--- config.mk ---
export PLATFORM = sky130hd
export DESIGN_NAME = collision_scanner_flat
export DESIGN_NICKNAME = d
export VERILOG_FILES = /design/src/rtl/collision_scanner_if.sv /design/src/rtl/collision_scanner.sv /design/src/flat_wrapper.sv
export SDC_FILE = /design/constraint.sdc
export NUM_CORES = 1
export LEC_CHECK = 0
export CAP_MARGIN = 20
export CORE_UTILIZATION = 60
export DETAILED_ROUTE_END_ITERATION = 8
export DONT_BUFFER_PORTS = 1
export GPL_ROUTABILITY_DRIVEN = 0
export PLACE_DENSITY = 0.76
export SETUP_SLACK_MARGIN = 0.02
export SLEW_MARGIN = 20
export SYNTH_ARGS = -nofsm -noshare
export SYNTH_HDL_FRONTEND = slang
export SYNTH_SLANG_ARGS = --single-unit
--- constraint.sdc ---
create_clock -name clk -period 6.23 [get_ports clk]
set_input_delay 1.246 -clock clk [delete_from_list [all_inputs] [get_ports clk]]
set_output_delay 1.246 -clock clk [all_outputs]
set_load 0.02 [all_outputs]
--- src/rtl/collision_scanner_if.sv ---
// Bundle of the scan-request, object-table and result signals of the
// collision scanner. The master side requests scans and serves the object
// table; the slave side is the scanner itself.
interface collision_scanner_if #(
    parameter int N_OBJ = 8,
    parameter int XW    = 10,
    parameter int YW    = 9
);
    localparam int IW = (N_OBJ > 1) ? $clog2(N_OBJ) : 1;

    logic              start;
    logic [XW-1:0]     px;
    logic [YW-1:0]     py;
    logic [XW-1:0]     pw;
    logic [YW-1:0]     ph;
    logic              busy;
    logic              obj_rd;
    logic [IW-1:0]     obj_idx;
    logic [XW-1:0]     obj_x;
    logic [YW-1:0]     obj_y;
    logic [XW-1:0]     obj_w;
    logic [YW-1:0]     obj_h;
    logic              obj_active;
    logic              done;
    logic [N_OBJ-1:0]  hit_mask;
    logic [N_OBJ-1:0]  new_hit_mask;
    logic              hit_any;
    logic [IW-1:0]     first_hit;

    modport master (
        output start, px, py, pw, ph,
        output obj_x, obj_y, obj_w, obj_h, obj_active,
        input  busy, obj_rd, obj_idx,
        input  done, hit_mask, new_hit_mask, hit_any, first_hit
    );

    modport slave (
        input  start, px, py, pw, ph,
        input  obj_x, obj_y, obj_w, obj_h, obj_active,
        output busy, obj_rd, obj_idx,
        output done, hit_mask, new_hit_mask, hit_any, first_hit
    );
endinterface

--- src/rtl/collision_scanner.sv ---
// Sequential player-vs-objects rectangle overlap scanner. Reads one object
// per cycle from an external table, evaluates it the following cycle and
// publishes the complete hit mask (plus new-hit, any-hit, first-hit) at once.
module collision_scanner #(
    parameter int N_OBJ = 8,
    parameter int XW    = 10,
    parameter int YW    = 9
) (
    input  logic                 clk,
    input  logic                 rst_n,
    collision_scanner_if.slave   bus
);
    localparam int IW = (N_OBJ > 1) ? $clog2(N_OBJ) : 1;
    localparam logic [IW-1:0] LAST_IDX = IW'(N_OBJ - 1);

    typedef enum logic [1:0] {S_IDLE, S_SCAN, S_LAST, S_DONE} state_t;

    state_t            state_q, state_d;
    logic [IW-1:0]     idx_q, idx_d;
    logic              rd_valid_q, rd_valid_d;
    logic [IW-1:0]     rd_idx_q, rd_idx_d;
    logic [XW-1:0]     px_q, px_d, pw_q, pw_d;
    logic [YW-1:0]     py_q, py_d, ph_q, ph_d;
    logic [N_OBJ-1:0]  scratch_q, scratch_d;
    // hit_mask_q doubles as the history of the last published mask
    logic [N_OBJ-1:0]  hit_mask_q, hit_mask_d;
    logic [N_OBJ-1:0]  new_hit_q, new_hit_d;
    logic              hit_any_q, hit_any_d;
    logic [IW-1:0]     first_hit_q, first_hit_d;

    logic [XW:0]       p_l, p_r, o_l, o_r;
    logic [YW:0]       p_t, p_b, o_t, o_b;
    logic              obj_hit;

    // Widened edge arithmetic: low edges saturate at 0, high edges never wrap
    always_comb begin
        p_l = (px_q >= (pw_q >> 1)) ? {1'b0, px_q - (pw_q >> 1)} : '0;
        p_r = {1'b0, px_q} + {2'b0, pw_q[XW-1:1]};
        p_t = (py_q >= (ph_q >> 1)) ? {1'b0, py_q - (ph_q >> 1)} : '0;
        p_b = {1'b0, py_q} + {2'b0, ph_q[YW-1:1]};
        o_l = (bus.obj_x >= (bus.obj_w >> 1)) ? {1'b0, bus.obj_x - (bus.obj_w >> 1)} : '0;
        o_r = {1'b0, bus.obj_x} + {2'b0, bus.obj_w[XW-1:1]};
        o_t = (bus.obj_y >= (bus.obj_h >> 1)) ? {1'b0, bus.obj_y - (bus.obj_h >> 1)} : '0;
        o_b = {1'b0, bus.obj_y} + {2'b0, bus.obj_h[YW-1:1]};
        obj_hit = bus.obj_active && (p_l <= o_r) && (o_l <= p_r)
                  && (p_t <= o_b) && (o_t <= p_b);
    end

    // Next-state, read sequencing, scratch accumulation and result publishing
    always_comb begin
        state_d     = state_q;
        idx_d       = idx_q;
        rd_valid_d  = 1'b0;
        rd_idx_d    = idx_q;
        px_d        = px_q;
        py_d        = py_q;
        pw_d        = pw_q;
        ph_d        = ph_q;
        scratch_d   = scratch_q;
        hit_mask_d  = hit_mask_q;
        new_hit_d   = new_hit_q;
        hit_any_d   = hit_any_q;
        first_hit_d = first_hit_q;

        // Object read in the previous cycle returns now; record its verdict
        if (rd_valid_q && obj_hit) begin
            scratch_d[rd_idx_q] = 1'b1;
        end

        case (state_q)
            S_IDLE, S_DONE: begin
                state_d = S_IDLE;
                if (bus.start) begin
                    px_d      = bus.px;
                    py_d      = bus.py;
                    pw_d      = bus.pw;
                    ph_d      = bus.ph;
                    scratch_d = '0;
                    idx_d     = '0;
                    state_d   = S_SCAN;
                end
            end
            S_SCAN: begin
                rd_valid_d = 1'b1;
                if (idx_q == LAST_IDX) begin
                    idx_d   = '0;
                    state_d = S_LAST;
                end else begin
                    idx_d = idx_q + 1'b1;
                end
            end
            S_LAST: begin
                // Final object folds in here so DONE sees the complete mask
                hit_mask_d  = scratch_d;
                new_hit_d   = scratch_d & ~hit_mask_q;
                hit_any_d   = |scratch_d;
                first_hit_d = '0;
                for (int i = N_OBJ - 1; i >= 0; i--) begin
                    if (scratch_d[i]) begin
                        first_hit_d = IW'(i);
                    end
                end
                state_d = S_DONE;
            end
            default: state_d = S_IDLE;
        endcase
    end

    // State and datapath registers; reset clears results and history
    always_ff @(posedge clk or negedge rst_n) begin
        if (!rst_n) begin
            state_q     <= S_IDLE;
            idx_q       <= '0;
            rd_valid_q  <= 1'b0;
            rd_idx_q    <= '0;
            px_q        <= '0;
            py_q        <= '0;
            pw_q        <= '0;
            ph_q        <= '0;
            scratch_q   <= '0;
            hit_mask_q  <= '0;
            new_hit_q   <= '0;
            hit_any_q   <= 1'b0;
            first_hit_q <= '0;
        end else begin
            state_q     <= state_d;
            idx_q       <= idx_d;
            rd_valid_q  <= rd_valid_d;
            rd_idx_q    <= rd_idx_d;
            px_q        <= px_d;
            py_q        <= py_d;
            pw_q        <= pw_d;
            ph_q        <= ph_d;
            scratch_q   <= scratch_d;
            hit_mask_q  <= hit_mask_d;
            new_hit_q   <= new_hit_d;
            hit_any_q   <= hit_any_d;
            first_hit_q <= first_hit_d;
        end
    end

    assign bus.busy         = (state_q == S_SCAN) || (state_q == S_LAST);
    assign bus.obj_rd       = (state_q == S_SCAN);
    assign bus.obj_idx      = idx_q;
    assign bus.done         = (state_q == S_DONE);
    assign bus.hit_mask     = hit_mask_q;
    assign bus.new_hit_mask = new_hit_q;
    assign bus.hit_any      = hit_any_q;
    assign bus.first_hit    = first_hit_q;
endmodule
--- src/flat_wrapper.sv ---
// flat-port wrapper written by rule: the top's interface ports become plain ports
module collision_scanner_flat 
#(
    parameter int N_OBJ = 8,
    parameter int XW    = 10,
    parameter int YW    = 9
)
  (clk, rst_n, bus_start, bus_px, bus_py, bus_pw, bus_ph, bus_obj_x, bus_obj_y, bus_obj_w, bus_obj_h, bus_obj_active, bus_busy, bus_obj_rd, bus_obj_idx, bus_done, bus_hit_mask, bus_new_hit_mask, bus_hit_any, bus_first_hit);
  collision_scanner_if #(.N_OBJ(N_OBJ), .XW(XW), .YW(YW)) bus_i ();
  input  logic clk;
  input  logic rst_n;
  input wire logic [$bits(bus_i.start)-1:0] bus_start;
  input wire logic [$bits(bus_i.px)-1:0] bus_px;
  input wire logic [$bits(bus_i.py)-1:0] bus_py;
  input wire logic [$bits(bus_i.pw)-1:0] bus_pw;
  input wire logic [$bits(bus_i.ph)-1:0] bus_ph;
  input wire logic [$bits(bus_i.obj_x)-1:0] bus_obj_x;
  input wire logic [$bits(bus_i.obj_y)-1:0] bus_obj_y;
  input wire logic [$bits(bus_i.obj_w)-1:0] bus_obj_w;
  input wire logic [$bits(bus_i.obj_h)-1:0] bus_obj_h;
  input wire logic [$bits(bus_i.obj_active)-1:0] bus_obj_active;
  output wire logic [$bits(bus_i.busy)-1:0] bus_busy;
  output wire logic [$bits(bus_i.obj_rd)-1:0] bus_obj_rd;
  output wire logic [$bits(bus_i.obj_idx)-1:0] bus_obj_idx;
  output wire logic [$bits(bus_i.done)-1:0] bus_done;
  output wire logic [$bits(bus_i.hit_mask)-1:0] bus_hit_mask;
  output wire logic [$bits(bus_i.new_hit_mask)-1:0] bus_new_hit_mask;
  output wire logic [$bits(bus_i.hit_any)-1:0] bus_hit_any;
  output wire logic [$bits(bus_i.first_hit)-1:0] bus_first_hit;
  assign bus_i.start = bus_start;
  assign bus_i.px = bus_px;
  assign bus_i.py = bus_py;
  assign bus_i.pw = bus_pw;
  assign bus_i.ph = bus_ph;
  assign bus_i.obj_x = bus_obj_x;
  assign bus_i.obj_y = bus_obj_y;
  assign bus_i.obj_w = bus_obj_w;
  assign bus_i.obj_h = bus_obj_h;
  assign bus_i.obj_active = bus_obj_active;
  assign bus_busy = bus_i.busy;
  assign bus_obj_rd = bus_i.obj_rd;
  assign bus_obj_idx = bus_i.obj_idx;
  assign bus_done = bus_i.done;
  assign bus_hit_mask = bus_i.hit_mask;
  assign bus_new_hit_mask = bus_i.new_hit_mask;
  assign bus_hit_any = bus_i.hit_any;
  assign bus_first_hit = bus_i.first_hit;
  collision_scanner #(.N_OBJ(N_OBJ), .XW(XW), .YW(YW)) u_core (.clk(clk), .rst_n(rst_n), .bus(bus_i));
endmodule
After elaboration in Yosys (flattened, before gate mapping)
Cells that the tools add are included.
Cells by class
  multiplexer cells: 24
  equality and inequality tests: 6
  $add $sub $neg: 9
  magnitude comparators: 10
  bitwise operators: 3
  reductions and logical operators: 13
Operators with widths (count)
  3-bit 2-to-1 mux: 10
  8-bit 2-to-1 mux: 3
  10-bit by 9-bit adder with 11-bit output: 2
  11-bit <= comparator: 2
  9-bit by 8-bit adder with 10-bit output: 2
  10-bit by 9-bit greater-or-equal comparator with 1-bit output: 2
  10-bit <= comparator: 2
  10-bit 2-to-1 mux: 2
  10-bit by 9-bit subtractor with 10-bit output: 2
  9-bit by 8-bit greater-or-equal comparator with 1-bit output: 2
  9-bit 2-to-1 mux: 2
  9-bit by 8-bit subtractor with 9-bit output: 2
  8-bit AND: 1
  8-bit inverter: 1
  8-bit OR: 1
  8-bit OR reduction: 1
  1-bit logical AND: 6
  2-bit one-hot mux with 3 select lines: 1
  3-bit one-hot mux with 2 select lines: 1
  2-bit == test, second input constant: 2
  3-bit by 4-bit < comparator with 1-bit output, second input constant: 1
  2-bit AND reduction: 2
  3-bit by 1-bit adder with 3-bit output, second input constant: 1
  1-bit demux with 3-bit select: 1
  11 further kinds: 13
Storage, ports and cells
  output and inout bits: 26
  word-level logic and storage cells: 78
  bits of input ports: 80
  register bits after elaboration: 75

Logic depth before layout (Yosys ltp)
Gate-level depths: netlist (run 1).
  depth in word-level cells: 17
  gate-level depth with buffers: 22
  gate-level depth less buffers: 21

Worst setup path before layout (run 1)
Ideal clock, no wire load.
  kind: input-to-reg
  start point: input port bus_obj_h[2]
  end point: register u_core.first_hit_q[0], in the netlist u_core.bus.first_hit[0]
  path buffers: 0
  setup time: 126 ps
  arrival: 5108 ps
  data required time: 6104 ps
  cell stages on the path: 19
  path slack: 996 ps
  cell sequence: inv_1 > ha_1 > nor2b_1 > o21ai_0 > a21boi_0 > o21ai_0 > a21oi_1 > o21a_1 > o21ai_1 > a21boi_0 > ha_1 > nor2b_1 > o211ai_1 > a21oi_1 > o41a_1 > a21oi_2 > nand3_2 > mux2_1 > a221o_1
Between the ends
  cells in the longest elaborated chain, start to end: 14
  elaborated cells on any way between the ends: 18
  those cells by class: 2 x add/sub; 3 x order compare; 10 x mux; 3 x reduce/logical
RTL lines
  start: declaration: line flat_wrapper.sv:20  | input wire logic [$bits(bus_i.obj_h)-1:0] bus_obj_h;
  9-bit by 8-bit subtractor with 9-bit output (tied with other cells): line collision_scanner.sv:43  | o_t = (bus.obj_y >= (bus.obj_h >> 1)) ? {1'b0, bus.obj_y - (bus.obj_h >> 1)} : '0;
  9-bit 2-to-1 mux / 10-bit <= comparator (equally long branches): line collision_scanner.sv:43, collision_scanner.sv:46
  10-bit <= comparator / 1-bit logical AND (equally long branches): line collision_scanner.sv:46  | && (p_t <= o_b) && (o_t <= p_b);
  1-bit logical AND (*): line collision_scanner.sv:46
  1-bit logical AND (*): line collision_scanner.sv:66  | if (rd_valid_q && obj_hit) begin
  8-bit 2-to-1 mux (*): line collision_scanner.sv:66
  3-bit 2-to-1 mux (7 in a row): line collision_scanner.sv:99  | if (scratch_d[i]) begin
  3-bit 2-to-1 mux (*): line collision_scanner.sv:99
  end signal: assignment: line collision_scanner.sv:138  | first_hit_q <= first_hit_d;
  end: declaration: line collision_scanner.sv:29  | logic [IW-1:0] first_hit_q, first_hit_d;
Mark *: on every way between the ends. The rest lies on a longest branch, timed or not.
A chain may end at the register's enable or synchronous reset.

Worst setup path in the final report (run 1)
Ends and elaborated chain as after synthesis.

==> results of run 1 <==
[state kept, by name, summed over array words and instances, names as in the netlist]
signal and count:
u_core.px_q 10, u_core.pw_q 9, u_core.py_q 9, u_core.bus.hit_mask 8, u_core.bus.new_hit_mask 8, u_core.ph_q 8, u_core.scratch_q 8, u_core.bus.first_hit 3
u_core.bus.obj_idx 3, u_core.rd_idx_q 3, u_core.state_q 2, u_core.bus.hit_any 1, u_core.rd_valid_q 1
[kinds of logic after synthesis]
family / after synthesis
muxes: 16
AOI/OAI and AO/OA: 215
and+or+nand+nor: 255
xor gates and xnor gates: 48
adders and majority gates: 119
buffers and inverters: 120
DFF: 73
[through the flow]
stage	area (sq um)	hold WS (ns)	instances	power (mW)	util (%)
4_1_cts	7430	0.525	977	4.44	65.0
2_1_floorplan	7050	0.476	846	3.24	-
6_report	7430	0.517	977	4.45	65.0
5_1_grt	7430	0.532	977	4.91	65.0
3_5_place_dp	7110	0.502	961	3.84	62.3
3_3_place_gp	7110	0.494	961	3.68	62.3
[worst max-delay path: stages]
cell	delay [ns]
inv_1	0.05
ha_1	0.33
nor2b_1	0.14
o21ai_0	0.19
a21boi_0	0.15
o21ai_0	0.20
a21oi_1	0.12
o21a_1	0.19
o21ai_1	0.47
a21boi_0	0.21
ha_1	0.34
nor2b_1	0.14
o211ai_1	0.19
a21oi_1	0.11
o41a_1	0.42
a211oi_1	0.60
a41oi_1	0.18
nand3b_1	0.19
a221o_1	0.32
[final timing paths]
| check | start | cells past startpoint | to |
|---|---|---|---|
| max | bus_obj_h[2] | 19 | u_core.bus.first_hit[0]$_DFFE_PN0P_ |
| min | u_core.px_q[8]$_DFFE_PN0P_ | 2 | u_core.px_q[8]$_DFFE_PN0P_ |
| max reg2reg | u_core.ph_q[2]$_DFFE_PN0P_ | 19 | u_core.bus.first_hit[0]$_DFFE_PN0P_ |
| min reg2reg | u_core.px_q[8]$_DFFE_PN0P_ | 2 | u_core.px_q[8]$_DFFE_PN0P_ |
| max in group asynchronous | rst_n | 0 | u_core.scratch_q[5]$_DFF_PN0_ |
| min in group asynchronous | rst_n | 0 | u_core.py_q[2]$_DFFE_PN0P_ |
[power breakdown]
group	leakage [nW]	internal (mW)	switching [mW]
Sequential	0.936	0.659	0.225
Combinational	2.53	1.25	1.77
Clock	0.152	0.350	0.207
Total	3.62	2.25	2.20
[cells in the mapped netlist (all sizes together), types with 3 or more instances]
master  instances
xor2            8
mux2i           4
a21boi          5
nor3           11
nand2b          9
a41oi           7
mux2           12
clkbuf         21
nor3b           3
or2             3
nor2b          11
dfrtp          73
ha            111
nand2          83
nand4          15
a31oi           5
inv            89
a221oi          4
fa              8
buf             9
or3             9
o21bai         11
a211oi          7
nand3b          3
xnor2          40
o21ai          44
and2            5
nor2           84
nand3           8
a32oi           3
o22ai           5
a22oi           3
o31ai           3
a21o           17
o21a            9
a21oi          69
o311ai          3
and3            4
[per-layer routing]
layer | wire length, um | GRT usage [%] | vias to the layer above
met3 | 1120 | 7.35 | 24
met5 | 0 | 0 | -
met1 | 7150 | 35.6 | 2796
met4 | 246 | 7.82 | 0
met2 | 7280 | 42.9 | 170
li1 | - | - | 2887
[cells in the final DEF (no fill, tap or decap), types with 3 or more instances in the layout]
master / instances
and3_1: 4
o31ai_1: 3
nand2b_1: 9
o22ai_1: 5
inv_2: 6
a221oi_1: 4
xor2_1: 8
a21oi_1: 68
a21boi_0: 4
xnor2_1: 40
mux2_2: 11
dfrtp_1: 73
nor2b_1: 11
o21ai_0: 39
o21a_1: 9
mux2i_1: 4
clkbuf_16: 9
nand4_1: 15
nor3_1: 11
nor2_1: 84
nand3_1: 7
a41oi_1: 7
and2_1: 4
inv_1: 83
o21ai_1: 4
nor3b_1: 3
fa_1: 8
nand2_1: 83
ha_1: 111
o21bai_1: 11
nand3b_1: 3
a31oi_1: 4
or2_2: 3
a21o_1: 17
a22oi_1: 3
or3_1: 8
a211oi_1: 7
[area by class of cell]
cell class / count / area, sq um / area share [%]
multi-input combinational: 653 / 4750 / 63.9
sequential: 73 / 1830 / 24.6
inverter: 90 / 338 / 4.55
clock buffer: 9 / 225 / 3.03
tap: 143 / 179 / 2.41
clock inverter: 7 / 93.8 / 1.26
timing repair buffer: 2 / 15.0 / 0.202
==> reports/qor.log, run 1 <==
INFO  clocking       max-clock-path-buffers=2
INFO  logic_synthesis share_of_flip_flops_with_an_asynchronous_set_or_reset_after_synthesis=100%
INFO  finish         fillerInstances=972
INFO  logic_synthesis syn_area_per_cell=8.34squm
INFO  critical_path  worstSetupPathType=in2reg
INFO  finish         synthToLayoutAreaGrowth=5.32%
INFO  timing         finalHoldViolCount=0
INFO  finish         antenna_cells_inserted=0
INFO  critical_path  timing.critical_path.arrival=5.78ns
INFO  power_and_ir_drop worst_ir_drop_vdd=0.409mV
INFO  routing        post_drt_wl_per_cell=16.2um
INFO  routing        routed_via_density=6.02
INFO  hold_path      hold_path_class=reg2reg
INFO  floorplanning  fp.dieH=110um
INFO  clocking       worst_path_clk_slew=0.06ns
INFO  timing         timing.setup.tns=0ns
INFO  logic_synthesis synth_compound_gate_area_share=20.1%
INFO  logic_synthesis synth.ff_latch_count=73
INFO  logic_synthesis synth_top_cell_area_share=25.9%
INFO  logic_synthesis postSynth.topFlopCell=dfrtp_1
INFO  logic_synthesis xor_and_xnor_area_share_after_synthesis=5.96%
INFO  floorplanning  die-width=110um
INFO  timing         timing.slew.headroom=30.4%
INFO  logic_synthesis synthDistinctLibCells=73
INFO  timing         fmaxAchievable=0.180GHz
INFO  timing         final_slew_viol_count=0
INFO  clocking       clock-sinks=73
INFO  logic_synthesis yosysTopAreaCell=dfrtp_1
INFO  global_routing grt_antenna_before_repair=0
INFO  global_routing grt_pass1_vias=6,038
INFO  clocking       clock_insertion_delay_worst_skew=0.34ns
INFO  timing         post-route-period-util=89.3%
INFO  routing        drt-pass1-iter-count=5
INFO  global_routing grt_use_total=26.8%
INFO  clocking       cts_tree=done
INFO  logic_synthesis synthesis.instances=846
INFO  timing         post-route-worst-setup-slack=0.668ns
INFO  critical_path  worstSetupStartpointType=input pin
INFO  run            maxCapViolations=0
INFO  clocking       postCtsResizedCells=0
INFO  timing         grt_setup_unrepaired=false
INFO  routing        drt-total-wl=15.8mm
INFO  global_routing global_route.overflow_total=0
INFO  status         status=complete, no violations
INFO  power_and_ir_drop static_leakage=3.62nW
INFO  finish         post_route_cells_drive_above_1_share=5.88%
INFO  clocking       cts_hold_buf=0
INFO  routing        drtAntennaViolNets=0
INFO  clocking       htreeDepth=3
INFO  clocking       clk_root_buffer_cell=clkbuf_16
INFO  logic_synthesis synth_fa_ha_area_share=22.0%
INFO  logic_synthesis syn_nets=1,045
INFO  routing        vias=5,877
INFO  logic_synthesis simple_gate_portion_of_the_synthesized_area=16.8%
INFO  clocking       numCtsBuffers=9
INFO  floorplanning  core_ar=11,400squm
INFO  logic_synthesis synth_area_leaders=dfrtp_1, ha_1, xnor2_1, a21oi_1, nor2_1
INFO  floorplanning  placementRows=39
INFO  logic_synthesis post_synth_instance_area=7050squm
INFO  clocking       cts.repair_timing.setup_buffer_count=0
INFO  floorplanning  io-pin-count=106
INFO  placed_design  dp_hpwl=12.4mm
INFO  critical_path  cp.required=6.45ns
INFO  critical_path  worst_path_maximum_fanout=9
INFO  global_routing grt_start_max_net_pins=74
INFO  floorplanning  starting_density_of_the_core=61.8%
INFO  global_routing wire_length_of_the_first_global_routing_pass=27.1mm
INFO  floorplanning  design.die.area=12,200squm
INFO  timing         report.final.setup_viol=0
INFO  logic_synthesis synth.yosys.warnings=0
INFO  logic_synthesis seq_area_frac_synth=25.9%
INFO  critical_path  reg2reg_slack=1.07ns
INFO  finish         finish.net_count=1,028
INFO  timing         finClkSkew=0.00942ns
INFO  routing        drc=0
INFO  placed_design  pre_cts_slack=0.370ns
INFO  routing        drt_first_iter_violations=307
INFO  logic_synthesis yosys-mux-area-fraction=2.48%
INFO  power_and_ir_drop power.density_cell_area=600nW/um^2
INFO  timing         tightest_slew=1.04ns
INFO  timing         shortest_clock_period_the_worst_path_allows_after_layout=5.56ns
INFO  placed_design  number_of_input_and_output_port_buffers_inserted=0
INFO  logic_synthesis synth_top_family_by_area=adder cells
INFO  critical_path  endpoint_kind=register
INFO  logic_synthesis count_of_flip_flops_with_a_built_in_enable_after_synthesis=0
No activity file was read; power rests on OpenSTA's default activity.
==> inputs of run 2 (changes only) <==
ABC_AREA = 1   (was not set)
GPL_ROUTABILITY_DRIVEN = not set   (was 0)
==> run 2 against run 1 <==
Against the previous run:
- register-to-register slack improved by 0.93 ns
- sequential share of layout area about the same
- wire length decreased by 6.2%
- count of clock-buffer cells in the layout unchanged
- first-iteration DRC count increased by 3.9%
- utilization decreased by 0.12 points
- global-route usage down 1.1 points
- highest routed layer unchanged
==> reports/qor.log, run 2 <==
INFO  status         status=complete, no violations
INFO  global_routing grt_pass1_vias=5,279
INFO  logic_synthesis syn_nets=1,148
INFO  timing         report.final.setup_viol=0
INFO  floorplanning  die-width=110um
INFO  timing         tightest_slew=0.976ns
INFO  critical_path  reg2reg_slack=2.00ns
INFO  timing         finalHoldViolCount=0
INFO  routing        drt-pass1-iter-count=5
INFO  critical_path  reg2reg_depth=36
INFO  clocking       cts_hold_buf=0
INFO  logic_synthesis postSynth.topFlopCell=dfrtp_1
INFO  finish         fin_util=64.9%
INFO  logic_synthesis synth_top_cell_area_share=26.1%
INFO  logic_synthesis seq_area_frac_synth=26.1%
INFO  clocking       worst_path_clk_slew=0.06ns
INFO  critical_path  r2r-start=u_core.py_q[2]$_DFFE_PN0P_
INFO  power_and_ir_drop total_power=4.24mW
INFO  power_and_ir_drop worst_ir_drop_vdd=0.332mV
INFO  finish         largest_reg_flops=10
INFO  critical_path  startpoint=bus_obj_x[0]
INFO  critical_path  crit-reg2reg-capture=u_core.bus.first_hit[0]$_DFFE_PN0P_
INFO  hold_path      timing.hold.worst_path_depth=2
INFO  routing        vias=5,769
INFO  finish         post_layout_nonfiller_instances=1,091
INFO  hold_path      min_delay_startpoint=u_core.py_q[6]$_DFFE_PN0P_
INFO  critical_path  worstSetupStartpointType=input pin
INFO  critical_path  crit_path_top_delay_cell=fa_1
INFO  logic_synthesis syn_area_per_cell=7.38squm
INFO  finish         post_route_cells_drive_above_1_share=7.70%
INFO  finish         mostFrequentLayoutCell=nand2_1
INFO  logic_synthesis synth_top_cells_by_count=nand2_1, inv_1, ha_1
INFO  placed_design  finalWeightedCongestion=0.871
INFO  logic_synthesis share_of_flip_flops_with_an_asynchronous_set_or_reset_after_synthesis=100%
INFO  logic_synthesis synth.yosys.warnings=0
INFO  timing         grt_setup_unrepaired=false
INFO  global_routing grt_antenna_before_repair=0
INFO  floorplanning  fp.dieH=110um
INFO  routing        drt_first_iter_violations=319
INFO  placed_design  dp_hpwl=11.9mm
INFO  hold_path      hold_path_class=reg2reg
INFO  finish         synthToLayoutAreaGrowth=5.80%
INFO  timing         timing.slew.headroom=34.8%
INFO  clocking       cts.repair_timing.setup_buffer_count=0
INFO  critical_path  endpoint_kind=register
INFO  timing         shortest_clock_period_the_worst_path_allows_after_layout=4.69ns
INFO  placed_design  placed_area=7100squm
INFO  timing         fmaxAchievable=0.213GHz
INFO  floorplanning  placementRows=39
INFO  logic_synthesis count_of_flip_flops_with_a_built_in_enable_after_synthesis=0
INFO  clocking       clock_insertion_delay_worst_skew=0.35ns
INFO  floorplanning  io-pin-count=106
INFO  critical_path  worstSetupPathType=in2reg
INFO  routing        routed_via_density=5.29
INFO  floorplanning  design.die.area=12,100squm
INFO  timing         final_slew_viol_count=0
INFO  global_routing grt_use_total=25.8%
INFO  critical_path  critical_path.max_stage_delay=0.40ns
INFO  clocking       clock-sinks=73
INFO  routing        drt-total-wl=14.8mm
INFO  power_and_ir_drop power.density_cell_area=572nW/um^2
INFO  logic_synthesis post_synth_instance_area=7010squm
INFO  floorplanning  starting_density_of_the_core=61.4%
INFO  clocking       postCtsResizedCells=0
INFO  global_routing global_route.overflow_total=0
INFO  timing         finClkSkew=0.00599ns
INFO  critical_path  worst_path_most_repeated_cell=nand2_1
INFO  clocking       clk_root_buffer_cell=clkbuf_16
INFO  timing         timing.setup.tns=0ns
INFO  critical_path  cp.required=6.48ns
INFO  clocking       cts_tree=done
INFO  logic_synthesis synthDistinctLibCells=52
INFO  global_routing grt_start_max_net_pins=74
INFO  finish         reg.largest.list=u_core.px_q (10), u_core.pw_q (9), u_core.py_q (9)
INFO  routing        post_drt_wl_per_cell=13.6um
INFO  power_and_ir_drop static_leakage=4.09nW
INFO  clocking       max-clock-path-buffers=2
INFO  hold_path      min_delay_worst_endpoint=u_core.py_q[6]$_DFFE_PN0P_
INFO  logic_synthesis synthesis.instances=949
INFO  critical_path  worst_path_maximum_fanout=5
INFO  finish         max_flop_register=u_core.px_q
INFO  logic_synthesis synth.ff_latch_count=73
INFO  run            maxCapViolations=0
INFO  routing        drtAntennaViolNets=0
INFO  timing         post-route-worst-setup-slack=1.54ns
INFO  global_routing wire_length_of_the_first_global_routing_pass=24.1mm
INFO  placed_design  pre_cts_slack=1.22ns
INFO  placed_design  place.detailed.instances=1,075
INFO  placed_design  number_of_input_and_output_port_buffers_inserted=0
INFO  critical_path  timing.critical_path.arrival=4.94ns
INFO  clocking       htreeDepth=3
INFO  finish         antenna_cells_inserted=0
INFO  critical_path  critPathBufInv=3
INFO  finish         final_cell_mix=nand2_1, inv_1, ha_1
INFO  logic_synthesis post-synth-top-count-cell=nand2_1
INFO  finish         finish.net_count=1,142
INFO  floorplanning  core_ar=11,400squm
INFO  routing        drc=0
INFO  timing         hold_slack=0.521ns
INFO  timing         post-route-period-util=75.3%
INFO  clocking       numCtsBuffers=9
INFO  critical_path  timing.critical_path.max_delay_family=simple AND/OR/NAND/NOR gates
INFO  logic_synthesis yosysTopAreaCell=dfrtp_1
INFO  logic_synthesis synth_area_leaders=dfrtp_1, ha_1, nand2_1, inv_1, xor2_1
INFO  finish         fin_area=7410squm
## run 2: worst max-delay path by stage
stage / end / slack (ns) / cells after the start
floorplan: u_core.bus.first_hit[1]$_DFFE_PN0P_ / 1.78 / 31
global placement: u_core.bus.first_hit[0]$_DFFE_PN0P_ / 1.26 / 33
detailed placement: u_core.bus.first_hit[1]$_DFFE_PN0P_ / 1.22 / 31
CTS: u_core.bus.first_hit[1]$_DFFE_PN0P_ / 1.58 / 31
global route: u_core.bus.first_hit[0]$_DFFE_PN0P_ / 1.12 / 36
finish: u_core.bus.first_hit[0]$_DFFE_PN0P_ / 1.54 / 33
## run 2: where the power goes
part	switching [mW]	internal [mW]
combinational	1.80	1.07
sequential	0.185	0.647
clock	0.226	0.318
## run 2: cell families (layout without fill, tap and decap cells)
group / after synthesis / in the layout / share of synthesized area, %
AND/OR/NAND/NOR: 375 / 375 / 23.0
buffers and inverters: 173 / 172 / 9.62
AO/OA/AOI/OAI: 169 / 169 / 14.2
adder cells (fa/ha/maj): 119 / 119 / 22.1
flip-flops: 73 / 73 / 26.1
XOR/XNOR: 40 / 40 / 5.00
## run 2: worst min-delay path: cells and delay by family (launching register included)
kind             cells  cell delay (ns)
AND/OR/NAND/NOR      2             0.11
flip-flops           1             0.37
## run 2: layout make-up
class	count	area [sq um]
Fill cell	1044	4010
Multi-Input combinational cell	703	4510
Sequential cell	73	1830
Inverter	155	584
Timing Repair Buffer	1	7.51
Clock inverter	7	85.1
Tap cell	143	179
Clock buffer	9	225
## run 2: layer usage
metal / track usage, % / wire length, um
met1: 37.4 / 7440
met2: 38.8 / 6400
met3: 5.17 / 821
met4: 7.33 / 165
met5: 0 / 0
==> inputs of run 3 (changes only) <==
CORE_UTILIZATION = 59   (was 60)
PLACE_DENSITY = 0.78   (was 0.76)
clock period = 4.1 ns   (was 6.23 ns; I/O delays follow)
==> run 3 against run 2 <==
Against the previous run:
- the run now ends with DRC left
- sequential power rose by 51%
- utilization rose by 9.9 points
- count of clock-buffer cells in the layout did not move
- combinational power rose by 100%
- critical endpoint is now u_core.bus.first_hit[2]$_DFFE_PN0P_
- setup slack got worse by 1.5 ns
- clock power rose by 63%
- die area rose by 1.7%
- register-to-register slack got worse by 1.9 ns
- critical path type unchanged
- via count rose by 10%
- largest power group unchanged
- non-clock buffer count rose by 85
- sequential share of layout area fell by 3.5 points
==> reports/qor.log, run 3 (synthesis results as in run 2) <==
INFO  floorplanning  die-width=111um
INFO  timing         grt_setup_unrepaired=true
INFO  clocking       numCtsBuffers=9
INFO  critical_path  critical_path.max_stage_delay=0.29ns
INFO  power_and_ir_drop static_leakage=4.56nW
INFO  critical_path  reg2reg_depth=26
INFO  finish         antenna_cells_inserted=0
INFO  timing         finalHoldViolCount=0
INFO  clocking       max-clock-path-buffers=2
INFO  finish         finish.net_count=1,227
INFO  finish         final_cell_mix=nand2_1, inv_1, ha_1
INFO  timing         timing.setup.tns=0ns
INFO  power_and_ir_drop worst_ir_drop_vdd=0.656mV
INFO  finish         largest_reg_flops=10
INFO  clocking       cts_tree=done
INFO  routing        drt-total-wl=17.0mm
INFO  clocking       clk_root_buffer_cell=clkbuf_16
INFO  clocking       clock-sinks=73
INFO  critical_path  worst_path_maximum_fanout=4
INFO  routing        drt-pass1-iter-count=7
INFO  run            maxCapViolations=0
INFO  timing         shortest_clock_period_the_worst_path_allows_after_layout=4.04ns
INFO  floorplanning  core_ar=11,500squm
INFO  global_routing grt_use_total=26.4%
INFO  routing        routed_via_density=5.41
INFO  routing        vias=6,361
INFO  timing         final_slew_viol_count=0
INFO  finish         fin_util=74.9%
INFO  global_routing wire_length_of_the_first_global_routing_pass=26.6mm
INFO  global_routing grt_pass1_vias=5,899
INFO  critical_path  critPathBufInv=5
INFO  critical_path  endpoint_kind=register
INFO  floorplanning  starting_density_of_the_core=60.8%
INFO  timing         finClkSkew=0.00562ns
INFO  placed_design  dp_hpwl=12.2mm
INFO  routing        drc=10
INFO  critical_path  cp.required=4.36ns
INFO  critical_path  path_depth=33
INFO  critical_path  crit_path_top_delay_cell=ha_1
INFO  global_routing grt_start_max_net_pins=74
INFO  routing        post_drt_wl_per_cell=14.5um
INFO  timing         report.final.setup_viol=0
INFO  hold_path      hold_path_class=in2async
INFO  status         violations=DRC
INFO  finish         mostFrequentLayoutCell=nand2_1
INFO  critical_path  worstSetupPathType=in2reg
INFO  critical_path  reg2reg_slack=0.13ns
INFO  clocking       clock_insertion_delay_worst_skew=0.34ns
INFO  finish         max_flop_register=u_core.px_q
INFO  critical_path  worstSetupStartpointType=input pin
INFO  status         status=complete, but fails checks
INFO  timing         post-route-period-util=98.5%
INFO  routing        drtAntennaViolNets=0
INFO  floorplanning  design.die.area=12,300squm
INFO  timing         timing.slew.headroom=35.1%
INFO  placed_design  finalWeightedCongestion=0.881
INFO  floorplanning  fp.dieH=111um
INFO  timing         tightest_slew=0.971ns
INFO  critical_path  cp-endpoint=u_core.bus.first_hit[2]$_DFFE_PN0P_
INFO  finish         synthToLayoutAreaGrowth=23.1%
INFO  critical_path  crit-reg2reg-capture=u_core.bus.first_hit[2]$_DFFE_PN0P_
INFO  floorplanning  placementRows=39
INFO  critical_path  startpoint=bus_obj_y[2]
INFO  placed_design  number_of_input_and_output_port_buffers_inserted=0
INFO  global_routing global_route.overflow_total=0
INFO  clocking       htreeDepth=3
INFO  power_and_ir_drop power.density_cell_area=912nW/um^2
INFO  clocking       worst_path_clk_slew=0.06ns
INFO  timing         fmaxAchievable=0.248GHz
INFO  critical_path  worst_path_most_repeated_cell=nand2_2
INFO  routing        drt_first_iter_violations=343
INFO  floorplanning  io-pin-count=106
INFO  critical_path  timing.critical_path.arrival=4.30ns
INFO  finish         post_route_cells_drive_above_1_share=24.1%
INFO  critical_path  r2r-start=u_core.pw_q[2]$_DFFE_PN0P_
INFO  finish         reg.largest.list=u_core.px_q (10), u_core.pw_q (9), u_core.py_q (9)
INFO  critical_path  timing.critical_path.max_delay_family=simple AND/OR/NAND/NOR gates
INFO  global_routing grt_antenna_before_repair=0
run 3: routing by layer:
layer	vias to the layer above	wire [um]	GRT usage (%)
met3	31	957	5.25
met5	-	0	0
met4	0	305	5.21
met1	2961	7630	36.1
met2	178	8110	43.3
li1	3191	-	-
run 3: repair_timing:
item | 4_1_cts | 5_1_grt
pin swaps | 0 | 80
hold buffers | 0 | 0
endpoints found under the setup margin | 7 | 28
buffers inserted | 0 | 30
gates resized for setup | 3 | 142
run 3: cell type report:
type,count,area [sq um]
multi-input cells,703,4990
well taps,143,179
clock buffers,9,225
inverters,155,627
flip-flops and latches,73,1830
clock inverters,7,110
fillers,860,2890
repair buffers,86,661
run 3: where the power goes:
group | switching, mW | internal (mW) | total (mW)
clock | 0.337 | 0.548 | 0.885
combinational | 3.36 | 2.36 | 5.72
sequential | 0.278 | 0.983 | 1.26
run 3: per-stage QoR:
stage / area (sq um) / std cells / hold slack (ns) / setup slack (ns) / power [mW]
after detailed placement: 7520 / 1130 / 0.515 / -0.323 / 5.84
after floorplan: 7010 / 949 / 0.478 / 0.0748 / 4.70
after global routing: 8620 / 1176 / 0.167 / -0.239 / 8.64
after CTS: 7860 / 1146 / 0.172 / 0.0263 / 6.80
after global placement: 7520 / 1130 / 0.501 / -0.225 / 5.71
final: 8620 / 1176 / 0.178 / 0.0634 / 7.86
run 3: worst min path at each step:
stage / endpoint / depth (start not counted) / from / slack, ns
finish: u_core.pw_q[4]$_DFFE_PN0P_ / 0 / rst_n / 0.18
floorplan: u_core.px_q[2]$_DFFE_PN0P_ / 2 / u_core.px_q[2]$_DFFE_PN0P_ / 0.48
global placement: u_core.py_q[5]$_DFFE_PN0P_ / 2 / u_core.py_q[5]$_DFFE_PN0P_ / 0.50
detailed placement: u_core.px_q[5]$_DFFE_PN0P_ / 2 / u_core.px_q[5]$_DFFE_PN0P_ / 0.52
global route: u_core.pw_q[4]$_DFFE_PN0P_ / 0 / rst_n / 0.17
CTS: u_core.pw_q[4]$_DFFE_PN0P_ / 0 / rst_n / 0.17
run 3: worst reg2reg max path: cells and delay by family, from the launching register on:
family	cells	cell delay, ns
AOI/OAI and AO/OA	12	1.89
and+or+nand+nor	7	0.57
xor gates and xnor gates	1	0.18
buffers and inverters	4	0.34
adders and majority gates	2	0.53
DFF	1	0.39
